<file path="src/rtl/video_pkg.sv">
// Shared constants and pixel helpers for the 640x480@60 display path and the
// dual-camera fetch stage that sits behind the timing generator.
package video_pkg;

  localparam int H_ACTIVE = 640;
  localparam int H_FP     = 16;
  localparam int H_SYNC   = 96;
  localparam int H_BP     = 48;
  localparam int H_TOTAL  = H_ACTIVE + H_FP + H_SYNC + H_BP;

  localparam int V_ACTIVE = 480;
  localparam int V_FP     = 10;
  localparam int V_SYNC   = 2;
  localparam int V_BP     = 33;
  localparam int V_TOTAL  = V_ACTIVE + V_FP + V_SYNC + V_BP;

  localparam int SRC_W = 320;
  localparam int SRC_H = 240;

  // Color bars left to right: white, yellow, cyan, green, magenta, red, blue, black.
  localparam int BAR_W = 80;
  localparam logic [0:7][23:0] BAR_LUT = {
    24'hFFFFFF, 24'hFFFF00, 24'h00FFFF, 24'h00FF00,
    24'hFF00FF, 24'hFF0000, 24'h0000FF, 24'h000000
  };

  function automatic logic [23:0] rgb565_to_888(input logic [15:0] p);
    return {p[15:11], p[15:13], p[10:5], p[10:9], p[4:0], p[4:2]};
  endfunction

  // x / BAR_W without a divider: count the bar boundaries already passed.
  function automatic logic [2:0] bar_index(input logic [9:0] x);
    logic [2:0] idx;
    idx = 3'd0;
    for (int i = 1; i < 8; i++) begin
      if (x >= 10'(i * BAR_W)) idx = idx + 3'd1;
    end
    return idx;
  endfunction

endpackage

</file>
<file path="src/rtl/sync_delay_line.sv">
// Fixed-depth shift register that keeps sync/enable strobes aligned with a
// pipelined data path; every stage resets to RST_VAL.
module sync_delay_line #(
  parameter int              DEPTH   = 3,
  parameter int              WIDTH   = 3,
  parameter logic [WIDTH-1:0] RST_VAL = '0
) (
  input  logic             pclk,
  input  logic             rst,
  input  logic [WIDTH-1:0] din,
  output logic [WIDTH-1:0] dout
);

  logic [WIDTH-1:0] stage [DEPTH];

  always_ff @(posedge pclk) begin
    if (rst) begin
      for (int i = 0; i < DEPTH; i++) stage[i] <= RST_VAL;
    end else begin
      stage[0] <= din;
      for (int i = 1; i < DEPTH; i++) stage[i] <= stage[i-1];
    end
  end

  assign dout = stage[DEPTH-1];

endmodule

</file>
<file path="src/rtl/dual_cam_pixel_fetch.sv">
// Fetches two 320x240 RGB565 camera frames side by side with line doubling and
// emits RGB888 aligned with delayed h_sync/v_sync/de (3-cycle latency).
module dual_cam_pixel_fetch #(
  parameter int SRC_W   = video_pkg::SRC_W,
  parameter int SRC_H   = video_pkg::SRC_H,
  parameter int ADDR_W  = 17,
  parameter int RAM_LAT = 1
) (
  input  logic              pclk,
  input  logic              rst,
  input  logic              h_sync_i,
  input  logic              v_sync_i,
  input  logic              de_i,
  input  logic [9:0]        x_pixel_i,
  input  logic [9:0]        y_pixel_i,
  input  logic              pattern_en,
  input  logic              cam0_bank_rdy,
  input  logic              cam1_bank_rdy,
  output logic              cam0_rd_en,
  output logic              cam0_rd_bank,
  output logic [ADDR_W-1:0] cam0_rd_addr,
  input  logic [15:0]       cam0_rd_data,
  output logic              cam1_rd_en,
  output logic              cam1_rd_bank,
  output logic [ADDR_W-1:0] cam1_rd_addr,
  input  logic [15:0]       cam1_rd_data,
  output logic              frame_start,
  output logic              h_sync_o,
  output logic              v_sync_o,
  output logic              de_o,
  output logic [7:0]        r_o,
  output logic [7:0]        g_o,
  output logic [7:0]        b_o
);

  import video_pkg::*;

  if (RAM_LAT != 1) begin : g_bad_ram_lat
    $error("dual_cam_pixel_fetch: only RAM_LAT = 1 is supported");
  end
  if ((1 << ADDR_W) < SRC_W * SRC_H) begin : g_bad_addr_w
    $error("dual_cam_pixel_fetch: ADDR_W too small for SRC_W*SRC_H");
  end

  logic              vs_prev, rst_q, vs_fall, run_en;
  logic              bank0_q, bank1_q, pattern_q;
  logic              sel, in_area, vld, rd_req;
  logic [9:0]        col;
  logic [8:0]        row;
  logic [ADDR_W-1:0] addr_nxt;
  logic              sel_s0, vld_s0, pat_s0, sel_s1, vld_s1, pat_s1;
  logic [2:0]        bar_s0, bar_s1;
  logic [2:0]        sync_dly;

  // An edge seen on the first cycle out of reset is dropped along with anything inside reset.
  assign vs_fall = vs_prev && !v_sync_i && !rst_q;

  always_ff @(posedge pclk) begin
    if (rst) begin
      vs_prev     <= 1'b1;
      rst_q       <= 1'b1;
      run_en      <= 1'b0;
      frame_start <= 1'b0;
      bank0_q     <= 1'b0;
      bank1_q     <= 1'b0;
      pattern_q   <= 1'b0;
    end else begin
      vs_prev     <= v_sync_i;
      rst_q       <= 1'b0;
      frame_start <= vs_fall;
      if (vs_fall) begin
        bank0_q   <= cam0_bank_rdy;
        bank1_q   <= cam1_bank_rdy;
        pattern_q <= pattern_en;
        run_en    <= 1'b1;
      end
    end
  end

  assign cam0_rd_bank = bank0_q;
  assign cam1_rd_bank = bank1_q;

  // row*320 + col as shifts, so no multiplier is inferred.
  assign sel      = (x_pixel_i >= 10'(SRC_W));
  assign col      = sel ? (x_pixel_i - 10'(SRC_W)) : x_pixel_i;
  assign row      = y_pixel_i[9:1];
  assign addr_nxt = ADDR_W'({row, 8'b0}) + ADDR_W'({row, 6'b0}) + ADDR_W'(col);
  assign in_area  = (x_pixel_i < 10'(2 * SRC_W)) && (y_pixel_i < 10'(2 * SRC_H));
  assign vld      = de_i && in_area && run_en;
  assign rd_req   = vld && !pattern_q;

  always_ff @(posedge pclk) begin
    if (rst) begin
      cam0_rd_en   <= 1'b0;
      cam1_rd_en   <= 1'b0;
      cam0_rd_addr <= '0;
      cam1_rd_addr <= '0;
      sel_s0       <= 1'b0;
      vld_s0       <= 1'b0;
      pat_s0       <= 1'b0;
      bar_s0       <= '0;
    end else begin
      cam0_rd_en <= rd_req && !sel;
      cam1_rd_en <= rd_req && sel;
      if (rd_req && !sel) cam0_rd_addr <= addr_nxt;
      if (rd_req && sel)  cam1_rd_addr <= addr_nxt;
      sel_s0 <= sel;
      vld_s0 <= vld;
      pat_s0 <= pattern_q;
      bar_s0 <= bar_index(x_pixel_i);
    end
  end

  always_ff @(posedge pclk) begin
    if (rst) begin
      sel_s1            <= 1'b0;
      vld_s1            <= 1'b0;
      pat_s1            <= 1'b0;
      bar_s1            <= '0;
      {r_o, g_o, b_o}   <= '0;
    end else begin
      sel_s1 <= sel_s0;
      vld_s1 <= vld_s0;
      pat_s1 <= pat_s0;
      bar_s1 <= bar_s0;
      if (!vld_s1)     {r_o, g_o, b_o} <= '0;
      else if (pat_s1) {r_o, g_o, b_o} <= BAR_LUT[bar_s1];
      else             {r_o, g_o, b_o} <= rgb565_to_888(sel_s1 ? cam1_rd_data : cam0_rd_data);
    end
  end

  sync_delay_line #(
    .DEPTH   (3),
    .WIDTH   (3),
    .RST_VAL (3'b110)
  ) u_sync_delay (
    .pclk (pclk),
    .rst  (rst),
    .din  ({h_sync_i, v_sync_i, de_i}),
    .dout (sync_dly)
  );

  assign {h_sync_o, v_sync_o, de_o} = sync_dly;

endmodule

</file>
<file path="config.mk">
export PLATFORM = sky130hd
export DESIGN_NAME = dual_cam_pixel_fetch
export DESIGN_NICKNAME = d
export VERILOG_FILES = /design/src/rtl/video_pkg.sv /design/src/rtl/sync_delay_line.sv /design/src/rtl/dual_cam_pixel_fetch.sv
export SDC_FILE = /design/constraint.sdc
export NUM_CORES = 1
export LEC_CHECK = 0
export CAP_MARGIN = 0
export CORE_UTILIZATION = 60
export DETAILED_ROUTE_END_ITERATION = 16
export DONT_BUFFER_PORTS = 1
export PLACE_DENSITY = 0.76
export SYNTH_ARGS = -nofsm -noshare
export SYNTH_HDL_FRONTEND = slang
export SYNTH_SLANG_ARGS = --single-unit
</file>
<file path="constraint.sdc">
create_clock -name pclk -period 6.6 [get_ports pclk]
set_input_delay 1.32 -clock pclk [delete_from_list [all_inputs] [get_ports pclk]]
set_output_delay 1.32 -clock pclk [all_outputs]
set_load 0.05 [all_outputs]
</file>
* Yosys cells after proc, flatten, opt, wreduce, memory -nomap -nowiden
Memories as Yosys holds them, arrays and structs flattened.
Index checks and enable logic that the tools add are counted.
W data, S select, Z words.
** Word-level totals
- Memories kept :: 2
- RAM bits :: 9
- Output and inout port bits :: 66
- Memory bits (read-only) :: 192
- Flip-flop bits (word level) :: 79
** Cells by class
- Bitwise gates (word level) :: 5
- Reductions and logical operators :: 13
- Magnitude comparators :: 10
- $add $sub $neg :: 9
- Mux-type cells :: 26
** Memories
- (no name shown) :: words 8, width 24, rd ports 1, clocked after memory_dff 0, write ports 0, RTL line dual_cam_pixel_fetch.sv:127 : else if (pat_s1) {r_o, g_o, b_o} <= BAR_LUT[bar_s1];
- u_sync_delay.stage :: words 3, width 3, rd ports 3, clocked after memory_dff 0, write ports 3, RTL line sync_delay_line.sv:14 : logic [WIDTH-1:0] stage [DEPTH];
** Operators with widths (count)
- $mux W24 :: 2
- $mux W3 :: 15
- $ge A10 B9 Y1 const B :: 3
- $mux W8 :: 3
- $ge A10 B8 Y1 const B :: 2
- $add A3 B1 Y3 const B :: 6
- $add A17 B10 Y17 :: 1
- $add A17 B15 Y17 :: 1
- $mux W16 :: 1
- $ge A10 B10 Y1 const B :: 1
- $ge A10 B7 Y1 const B :: 1
- $lt A10 B10 Y1 const B :: 1
- $lt A10 B9 Y1 const B :: 1
- $mux W10 :: 1
- $sub A10 B9 Y10 const B :: 1
- $logic_and A1 B1 Y1 :: 8
- $ge A4 B4 Y1 const B :: 1
- $logic_not A1 Y1 :: 4
- $mux W1 :: 4
- $not A3 Y4 :: 1
- $or A1 B1 Y1 :: 3
- $reduce_or A2 Y1 :: 1
- $not A1 Y1 :: 1

* Longest topological paths before layout
Gate-level depths: netlist of the first run.
- Word-level depth :: 20
- Mapped depth :: 21
- Mapped depth without buffers :: 21

* Cells and area by module
Synthesis of the first run repeated with hierarchy kept, for this count alone.
** Unflattened totals
- Cell total of the unflattened synthesis :: 435
- Area total of the unflattened synthesis :: 3907.5 µm²
** By module, submodules not included
- dual_cam_pixel_fetch :: area each 3648.5 µm², sequential area each 1421.4 µm², cells each 414, times used 1
- sync_delay_line :: area each 259.0 µm², sequential area each 180.2 µm², cells each 21, times used 1

* Least setup slack after synthesis of the first run
No wires, ideal clock.
- Path type :: input port to flip-flop
- Start :: input x_pixel_i[0]
- End :: register bar_s0[2]
- Buffers on the path :: 0
- Setup slack :: 1570 ps
- Stages :: 19
- Data arrival time :: 4958 ps
- Data required time :: 6528 ps
- Path through :: nor4_2 a41oi_1 o21ai_0 inv_1 ha_1 xor2_2 ha_1 mux2_4 ha_1 o21bai_1 o21a_1 ha_1 nand2_1 nand2_1 ha_1 o211ai_1 xnor2_1 xnor2_1 mux2i_1
** Between the ends
- Cells in the longest elaborated chain, start to end :: 20
** Ends and longest elaborated chain
- start: declaration :: RTL line dual_cam_pixel_fetch.sv:14 : input logic [9:0] x_pixel_i,
- $ge A10 B7 Y1 :: RTL line video_pkg.sv:36 : if (x >= 10'(i * BAR_W)) idx = idx + 3'd1;
- $mux W1 :: RTL line video_pkg.sv:36
- $mux W3 :: RTL line dual_cam_pixel_fetch.sv:93 : if (rst) begin
- $add A3 B1 Y3 :: RTL line video_pkg.sv:36
- $mux W3 :: RTL line video_pkg.sv:36
- $mux W3 :: RTL line dual_cam_pixel_fetch.sv:93
- $add A3 B1 Y3 :: RTL line video_pkg.sv:36
- $mux W3 :: RTL line video_pkg.sv:36
- [... 4 more ...]
- $add A3 B1 Y3 :: RTL line video_pkg.sv:36
- $mux W3 :: RTL line video_pkg.sv:36
- $mux W3 :: RTL line dual_cam_pixel_fetch.sv:93
- $add A3 B1 Y3 :: RTL line video_pkg.sv:36
- $mux W3 :: RTL line video_pkg.sv:36
- $mux W3 :: RTL line dual_cam_pixel_fetch.sv:93
- $add A3 B1 Y3 :: RTL line video_pkg.sv:36
- $mux W3 * :: RTL line video_pkg.sv:36
- end signal: assignment :: RTL line dual_cam_pixel_fetch.sv:110 : bar_s0 <= bar_index(x_pixel_i);
- end: declaration :: RTL line dual_cam_pixel_fetch.sv:52 : logic [2:0] bar_s0, bar_s1;
Mark *: on every way between the ends. The rest lies on a longest branch, timed or not. The select of a mux whose other input is x is not followed.
A chain may end at the register's enable or synchronous reset.

* Final worst setup path of the first run
Same ends and word-level chain as after synthesis.

==> results by group, run 1 <==
Run status
  – Outcome: finished, final reports clean

Yosys
  – Synth Net Count: ~540
  – Count of cell types in the netlist: 56
  – Syn Area/Cell: between 8 and 9 µm²
  – Ys Warns: 0
  – Ys async rst share: 0
  – Area leader, netlist: dfxtp_1
  – Sequential share of the synthesized area: 0.402
  – Synth Flop Type: dfxtp_1
  – Seq cells post-synth: 79
  – Largest cells by area after synthesis: dfxtp_1 40%, ha_1 8.6%, nand2_1 6.6%
  – Cell count after synthesis: 448
  – Mapped Area: 3930 µm²
  – Post-synth EDFFs: 0
  – Share of the synthesized area in the top cell type: 0.402

Clocking
  – CTS sink count: about 80
  – Post-CTS setup buffer count: 0
  – Worst skew pair latency: about 340 ps
  – CTS tree: yes
  – Hold-fix buffer count after cts: 0
  – Post_cts resized: 0
  – CTS H-Tree Depth: 3
  – Clk root buf: clkbuf_8
  – TritonCTS Buffers: 9
  – Clk buf depth: 2
  – Clock Pin Slew Worst Setup and Hold Paths: about 90 ps

Critical path
  – Startpoint types: primary input
  – Worst Path Arrival: ~5400 ps
  – Req. time, crit path: roughly 6900 ps
  – Worst-path fanout max: 3
  – Slowest library cell on the worst path: nor4_2
  – Critical Path Most Common Cell: ha_1
  – WS Path Type: in2reg
  – Crit-path max cell delay: roughly 630 ps
  – Crit path buf inv count: 1
  – Worst setup EP type: flop
  – Crit path cell chain: nor4_2 -> a41oi_1 -> o21ai_0 -> inv_1 -> ha_1 -> xor2_2 -> ha_1 -> mux2_4 -> ha_1 -> o21bai_1 -> o21a_1 -> ha_1 -> nand2_1 -> nand2_1 -> ha_1 -> o211ai_1 -> xnor2_1 -> xnor2_1 -> mux2i_1
  – CP delay by family, top: adder cells

Global route
  – Vias in the first global route: 2,794
  – Gr ovfl total: 0
  – Met1 usage: 0.307
  – Largest net degree at the start of global routing: 53
  – GR met3 Demand/Resource: 0.0765
  – First-pass GRT wire length: between 10,000 and 15,000 µm
  – Initial antenna violation count: 0
  – GRT met2 Usage: 0.379
  – Tot GR Track Use: 0.238
  – GRT Max-Usage Layer: met2

Finish
  – Fraction of layout cells with a size suffix above 1: 0.0828
  – Final instance area: between 4000 and 5000 µm²
  – Antenna cell count: 0
  – Core Util, Final: 0.647
  – Net count, final: between 500 and 600
  – Layout Area Growth over Synthesis: 4.42%

Drt
  – Routed via count: 2,956
  – WL/cell: around 15 µm
  – DRT Pass-1 Iters: 4
  – 1st-iter DRT viols: about 170
  – Vias per cell: 5.77
  – Total Wirelength: slightly below 8000 µm
  – DRC viols: 0
  – Antenna Nets Post-Route: 0

Floorplan
  – Core area: 6350 µm²
  – I/O Pins: 126
  – Die X: 83.0 µm
  – Die Ht: 83.0 µm
  – DIE AREA: ~6900 µm²
  – Initial core utilization: 0.619
  – Rows: 29

Power and ir drop
  – VDD IR max: 0.178 mV
  – Pleak: between 1.5 and 2 nW
  – Power Dens Cells: 269 nW/µm²
  – Tot Pwr: 1.10 mW

STA
  – Part of the cycle the worst path needs: 0.778
  – Setup TNS: 0 ps
  – Slew at the pin closest to its max-slew limit: just under 1000 ps
  – Relative slew slack: 0.355
  – Post-layout min period: 5140 ps
  – Final hold slack: roughly 410 ps
  – Final slew viol count: 0
  – Final Skew: between 7 and 8 ps
  – RSZ-0062 raised after global routing: false
  – Final setup vio count: 0
  – Fmax achieved: 195 MHz
  – Endpoints failing hold: 0

Placed design
  – Final Wtd Congestion: approximately 0.81
  – Post-DP HPWL: approximately 6000 µm
  – Post-place instance area: between 3000 and 4000 µm²
  – # port buffers: 0

Flow run
  – Max cap viols: 0

Min path
  – Worst min path class: reg2reg
[kinds of logic after synthesis]
group	after synthesis	synth area share
compound gates	101	0.174
xor+xnor	10	0.0261
fa+ha+maj	30	0.101
buf+inv	51	0.0633
flops	79	0.402
mux	4	0.0118
simple gates	173	0.221
[cell usage after synthesis, drive strengths merged, types with 3 or more instances]
cell type and count:
dfxtp 79, nand2 69, nor2 33, a21oi 30
nor2b 29, ha 27, inv 22, a211oi 21
o21ai 17, buf 16, clkbuf 13, xnor2 9
o21a 8, or2 7, nand2b 5, nor3 5
and2 4, o32ai 4, a21o 3, and3 3
and4 3, fa 3, nand4 3, nor4 3
[per-stage QoR]
step / cells / setup WS [ps]
finish: 512 / 1460
global route: 512 / 1160
CTS: 512 / 1440
detailed placement: 496 / 1100
global placement: 496 / 1170
floorplan: 448 / 1570
[placed cells by master, fill, tap and decap left out, drive strengths merged, types with 3 or more instances in the layout]
cell	count
nor2	33
and2	4
nand4	3
dfxtp	79
fa	3
nand2	69
and3	3
nor3	5
bufinv	3
ha	27
xnor2	9
nor4	3
and4	3
nor2b	29
o21a	8
o21ai	17
inv	23
clkinv	3
clkbuf	9
or2	7
o32ai	4
a21oi	30
nand2b	5
a211oi	21
a21o	3
[metal layers]
layer  part of all wire  wire (µm)
met1               0.44       3430
met2               0.47       3700
met3              0.076        595
met4              0.011         84
met5                  0          0
[power breakdown]
| part | internal, mW | switching, mW |
|---|---|---|
| clock | 0.253 | 0.175 |
| sequential | 0.490 | 0.0192 |
| combinational | 0.0770 | 0.0888 |
[flip-flops by register name (all words and copies together), names as in the netlist, 3 cells and up]
signal,cells
cam1_rd_addr,17
u_sync_delay.stage,9
g_o,6
bar_s1,3
b_o,5
bar_s0,3
r_o,5
cam0_rd_addr,17
[layout make-up]
type                    count  area (µm²)
clock inverters             7         120
multi-input cells         318        2100
inverters                  22        82.6
fillers                   531        2240
flip-flops and latches     79        1580
well taps                  77        96.3
clock buffers               9         124
[final timing paths]
check	start	to	slack [ps]	cells after the start
setup reg to reg	run_en	cam0_rd_addr[13]	4500	5
hold / removal	u_sync_delay.stage[0][2]	u_sync_delay.stage[0][5]	410	1
setup / recovery	x_pixel_i[0]	bar_s0[2]	1460	19
hold reg to reg	u_sync_delay.stage[0][2]	u_sync_delay.stage[0][5]	410	1
[worst register-to-register path, delay by kind of cell, from the launching register on]
family / cells / cell delay (ps)
DFF: 1 / 360
AOI/OAI and AO/OA: 1 / 300
and+or+nand+nor: 4 / 1350
(Power assumes the default switching activity.)
==> run 2: changes to the inputs <==
--- a/config.mk
+++ b/config.mk
@@ -6,10 +6,10 @@
 export NUM_CORES = 1
 export LEC_CHECK = 0
 export CAP_MARGIN = 0
-export CORE_UTILIZATION = 60
+export CORE_UTILIZATION = 57
 export DETAILED_ROUTE_END_ITERATION = 16
 export DONT_BUFFER_PORTS = 1
-export PLACE_DENSITY = 0.76
+export PLACE_DENSITY = 0.75
 export SYNTH_ARGS = -nofsm -noshare
 export SYNTH_HDL_FRONTEND = slang
 export SYNTH_SLANG_ARGS = --single-unit
==> constraint.sdc (replaced) <==
create_clock -name pclk -period 4.1 [get_ports pclk]
set_input_delay 0.82 -clock pclk [delete_from_list [all_inputs] [get_ports pclk]]
set_output_delay 0.82 -clock pclk [all_outputs]
set_load 0.05 [all_outputs]
==> results by group, run 2 (synthesis results as in run 1) <==
Run status
  – Outcome: finished, final reports clean (unchanged)

Drt
  – Vias per cell: 5.74 (was 5.77)
  – Antenna Nets Post-Route: 0 (unchanged)
  – 1st-iter DRT viols: 127 (was 165)
  – DRT Pass-1 Iters: 4 (unchanged)
  – Total Wirelength: 8350 µm (was 7810 µm)
  – WL/cell: 16.0 µm (was 15.3 µm)
  – DRC viols: 0 (unchanged)
  – Routed via count: 3,004 (was 2,956)

Critical path
  – Crit path cell chain: nor4_4 -> a41oi_2 -> o21ai_2 -> inv_2 -> ha_4 -> xor2_4 -> ha_1 -> mux2_4 -> ha_4 -> o21bai_4 -> o21a_1 -> ha_1 -> nand2_2 -> nand2_2 -> ha_2 -> o211ai_1 -> xnor2_1 -> xnor2_1 -> mux2i_1 (was nor4_2 -> a41oi_1 -> o21ai_0 -> inv_1 -> ha_1 -> xor2_2 -> ha_1 -> mux2_4 -> ha_1 -> o21bai_1 -> o21a_1 -> ha_1 -> nand2_1 -> nand2_1 -> ha_1 -> o211ai_1 -> xnor2_1 -> xnor2_1 -> mux2i_1)
  – R2R depth: 5 (unchanged)
  – Slowest library cell on the worst path: nor4_4 (was nor4_2)
  – Worst Path Arrival: 4310 ps (was 5400 ps)
  – Critical Path Source: x_pixel_i[0] (unchanged)
  – Worst setup EP type: flop (unchanged)
  – Startpoint types: primary input (unchanged)
  – R2R Setup Slk: 2180 ps (was 4500 ps)
  – R2r endpoint: cam0_rd_addr[13] (unchanged)
  – Worst-path fanout max: 3 (unchanged)
  – WS Path Type: in2reg (unchanged)
  – Crit-path max cell delay: 380 ps (was 630 ps)
  – Worst R2R Start: run_en (unchanged)
  – Req. time, crit path: 4370 ps (was 6860 ps)

Clocking
  – CTS H-Tree Depth: 3 (unchanged)
  – TritonCTS Buffers: 9 (unchanged)
  – Hold-fix buffer count after cts: 0 (unchanged)
  – CTS sink count: 79 (unchanged)
  – Clk root buf: clkbuf_8 (unchanged)
  – Worst skew pair latency: 340 ps (about the same)
  – CTS tree: yes (unchanged)
  – Clock Pin Slew Worst Setup and Hold Paths: 80 ps (was 90 ps)
  – Clk buf depth: 2 (unchanged)

Placed design
  – # port buffers: 0 (unchanged)
  – Pre-CTS WS: -332 ps (was 1100 ps)
  – Post-DP HPWL: 6180 µm (was 5840 µm)
  – Final Wtd Congestion: 0.858 (was 0.809)

Finish
  – Net count, final: 531 (was 520)
  – Commonest non-fill, non-tap cell in the layout: dfxtp_1 (unchanged)
  – Fraction of layout cells with a size suffix above 1: 0.128 (was 0.0828)
  – Antenna cell count: 0 (unchanged)
  – Biggest regs: cam0_rd_addr: 17 flops, cam1_rd_addr: 17 flops, u_sync_delay.stage: 9 flops (unchanged)
  – Most frequent cells in the layout: 79 x dfxtp_1, 67 x nand2_1, 33 x nor2_1 (was 79 x dfxtp_1, 69 x nand2_1, 33 x nor2_1)
  – Layout Area Growth over Synthesis: 7.45% (was 4.42%)
  – Core Util, Final: 0.651 (was 0.647)

Floorplan
  – Die X: 85.1 µm (was 83.0 µm)
  – I/O Pins: 126 (unchanged)
  – DIE AREA: 7240 µm² (was 6880 µm²)
  – Die Ht: 85.1 µm (was 83.0 µm)
  – Core area: 6490 µm² (was 6350 µm²)
  – Initial core utilization: 0.605 (was 0.619)
  – Rows: 29 (unchanged)

Global route
  – Gr ovfl total: 0 (unchanged)
  – Tot GR Track Use: 0.238 (about the same)
  – Vias in the first global route: 2,801 (was 2,794)
  – Initial antenna violation count: 0 (unchanged)
  – First-pass GRT wire length: 13,400 µm (was 13,300 µm)
  – Largest net degree at the start of global routing: 53 (unchanged)

STA
  – Final setup vio count: 0 (unchanged)
  – Setup TNS: 0 ps (unchanged)
  – Part of the cycle the worst path needs: 0.985
  – Slew at the pin closest to its max-slew limit: 969 ps (was 967 ps)
  – Endpoints failing hold: 0 (unchanged)
  – Fmax achieved: between 200 and 250 MHz
  – Post-layout min period: 4040 ps
  – Relative slew slack: 0.353 (was 0.355)
  – Final Skew: 5.92 ps (was 7.80 ps)
  – RSZ-0062 raised after global routing: true (was false)
  – Final slew viol count: 0 (unchanged)
  – Setup ws final: 60.2 ps (was 1460 ps)

Min path
  – Worst min path class: reg2reg (unchanged)
  – Worst hold start: u_sync_delay.stage[0][5] (was u_sync_delay.stage[0][2])
  – Worst Hold Path Cells: 1 (unchanged)
  – Hold worst-path end: u_sync_delay.stage[0][8] (was u_sync_delay.stage[0][5])

Power and ir drop
  – Power Dens Cells: 400 nW/µm² (was 269 nW/µm²)
  – VDD IR max: 0.194 mV (was 0.178 mV)
  – Tot Pwr: 1.69 mW (was 1.10 mW)
  – Pleak: 1.66 nW (was 1.64 nW)

Flow run
  – Max cap viols: 0 (unchanged)
-- run 2: cell count changes in the layout (fill, tap and decap cells not counted), moves of 2 or more --
cell,change
nand2_2,+2
nand2_1,-2
buf_4,+11
ha_1,-4
ha_4,+3
bufinv_16,-2
-- run 2: cell type report --
cell class | count | area [µm²]
Clock buffer | 10 | 128
Inverter | 22 | 82.6
Clock inverter | 6 | 61.3
Sequential cell | 79 | 1580
Multi-Input combinational cell | 318 | 2190
Tap cell | 77 | 96.3
Fill cell | 558 | 2270
Timing Repair Buffer | 11 | 82.6
-- run 2: routing by layer --
metal  wire length (µm)  vias up  track usage  share of wire
met5                  0        -            0              0
met4                142        0        0.108          0.017
met3                682       13       0.0720          0.082
met2               3940      107        0.387           0.47
met1               3580     1374        0.289           0.43
li1                   -     1510            -              -
-- run 2: how the worst max path moves through the flow --
stage	end	slack, ps
global placement	bar_s0[2]	-220
finish	bar_s0[2]	60
floorplan	bar_s0[2]	-140
detailed placement	bar_s0[2]	-330
global route	bar_s0[2]	-140
CTS	bar_s0[2]	30
-- run 2: worst max-delay path, delay by kind of cell --
| kind | cells | cell delay [ps] |
|---|---|---|
| xor+xnor | 3 | 520 |
| compound gates | 5 | 720 |
| mux | 2 | 480 |
| fa+ha+maj | 5 | 1180 |
| simple gates | 3 | 510 |
| buf+inv | 1 | 60 |
-- run 2: power by group --
group	leakage (nW)	total, mW	switching [mW]	internal (mW)
Combinational	0.920	0.319	0.162	0.157
Clock	0.0960	0.550	0.271	0.279
Sequential	0.641	0.820	0.0307	0.789
Total	1.66	1.69	0.463	1.23
-- run 2: repair_timing --
action	CTS	global route
resized for setup	0	8
buffers inserted	0	1
endpoints found under the setup margin	0	1
-- run 2: through the flow --
step | instance area (µm²) | std cells | hold slack (ps)
global route | 4230 | 523 | 447
detailed placement | 4000 | 506 | 395
floorplan | 3990 | 448 | 389
finish | 4230 | 523 | 407
global placement | 4000 | 506 | 392
CTS | 4190 | 522 | 411
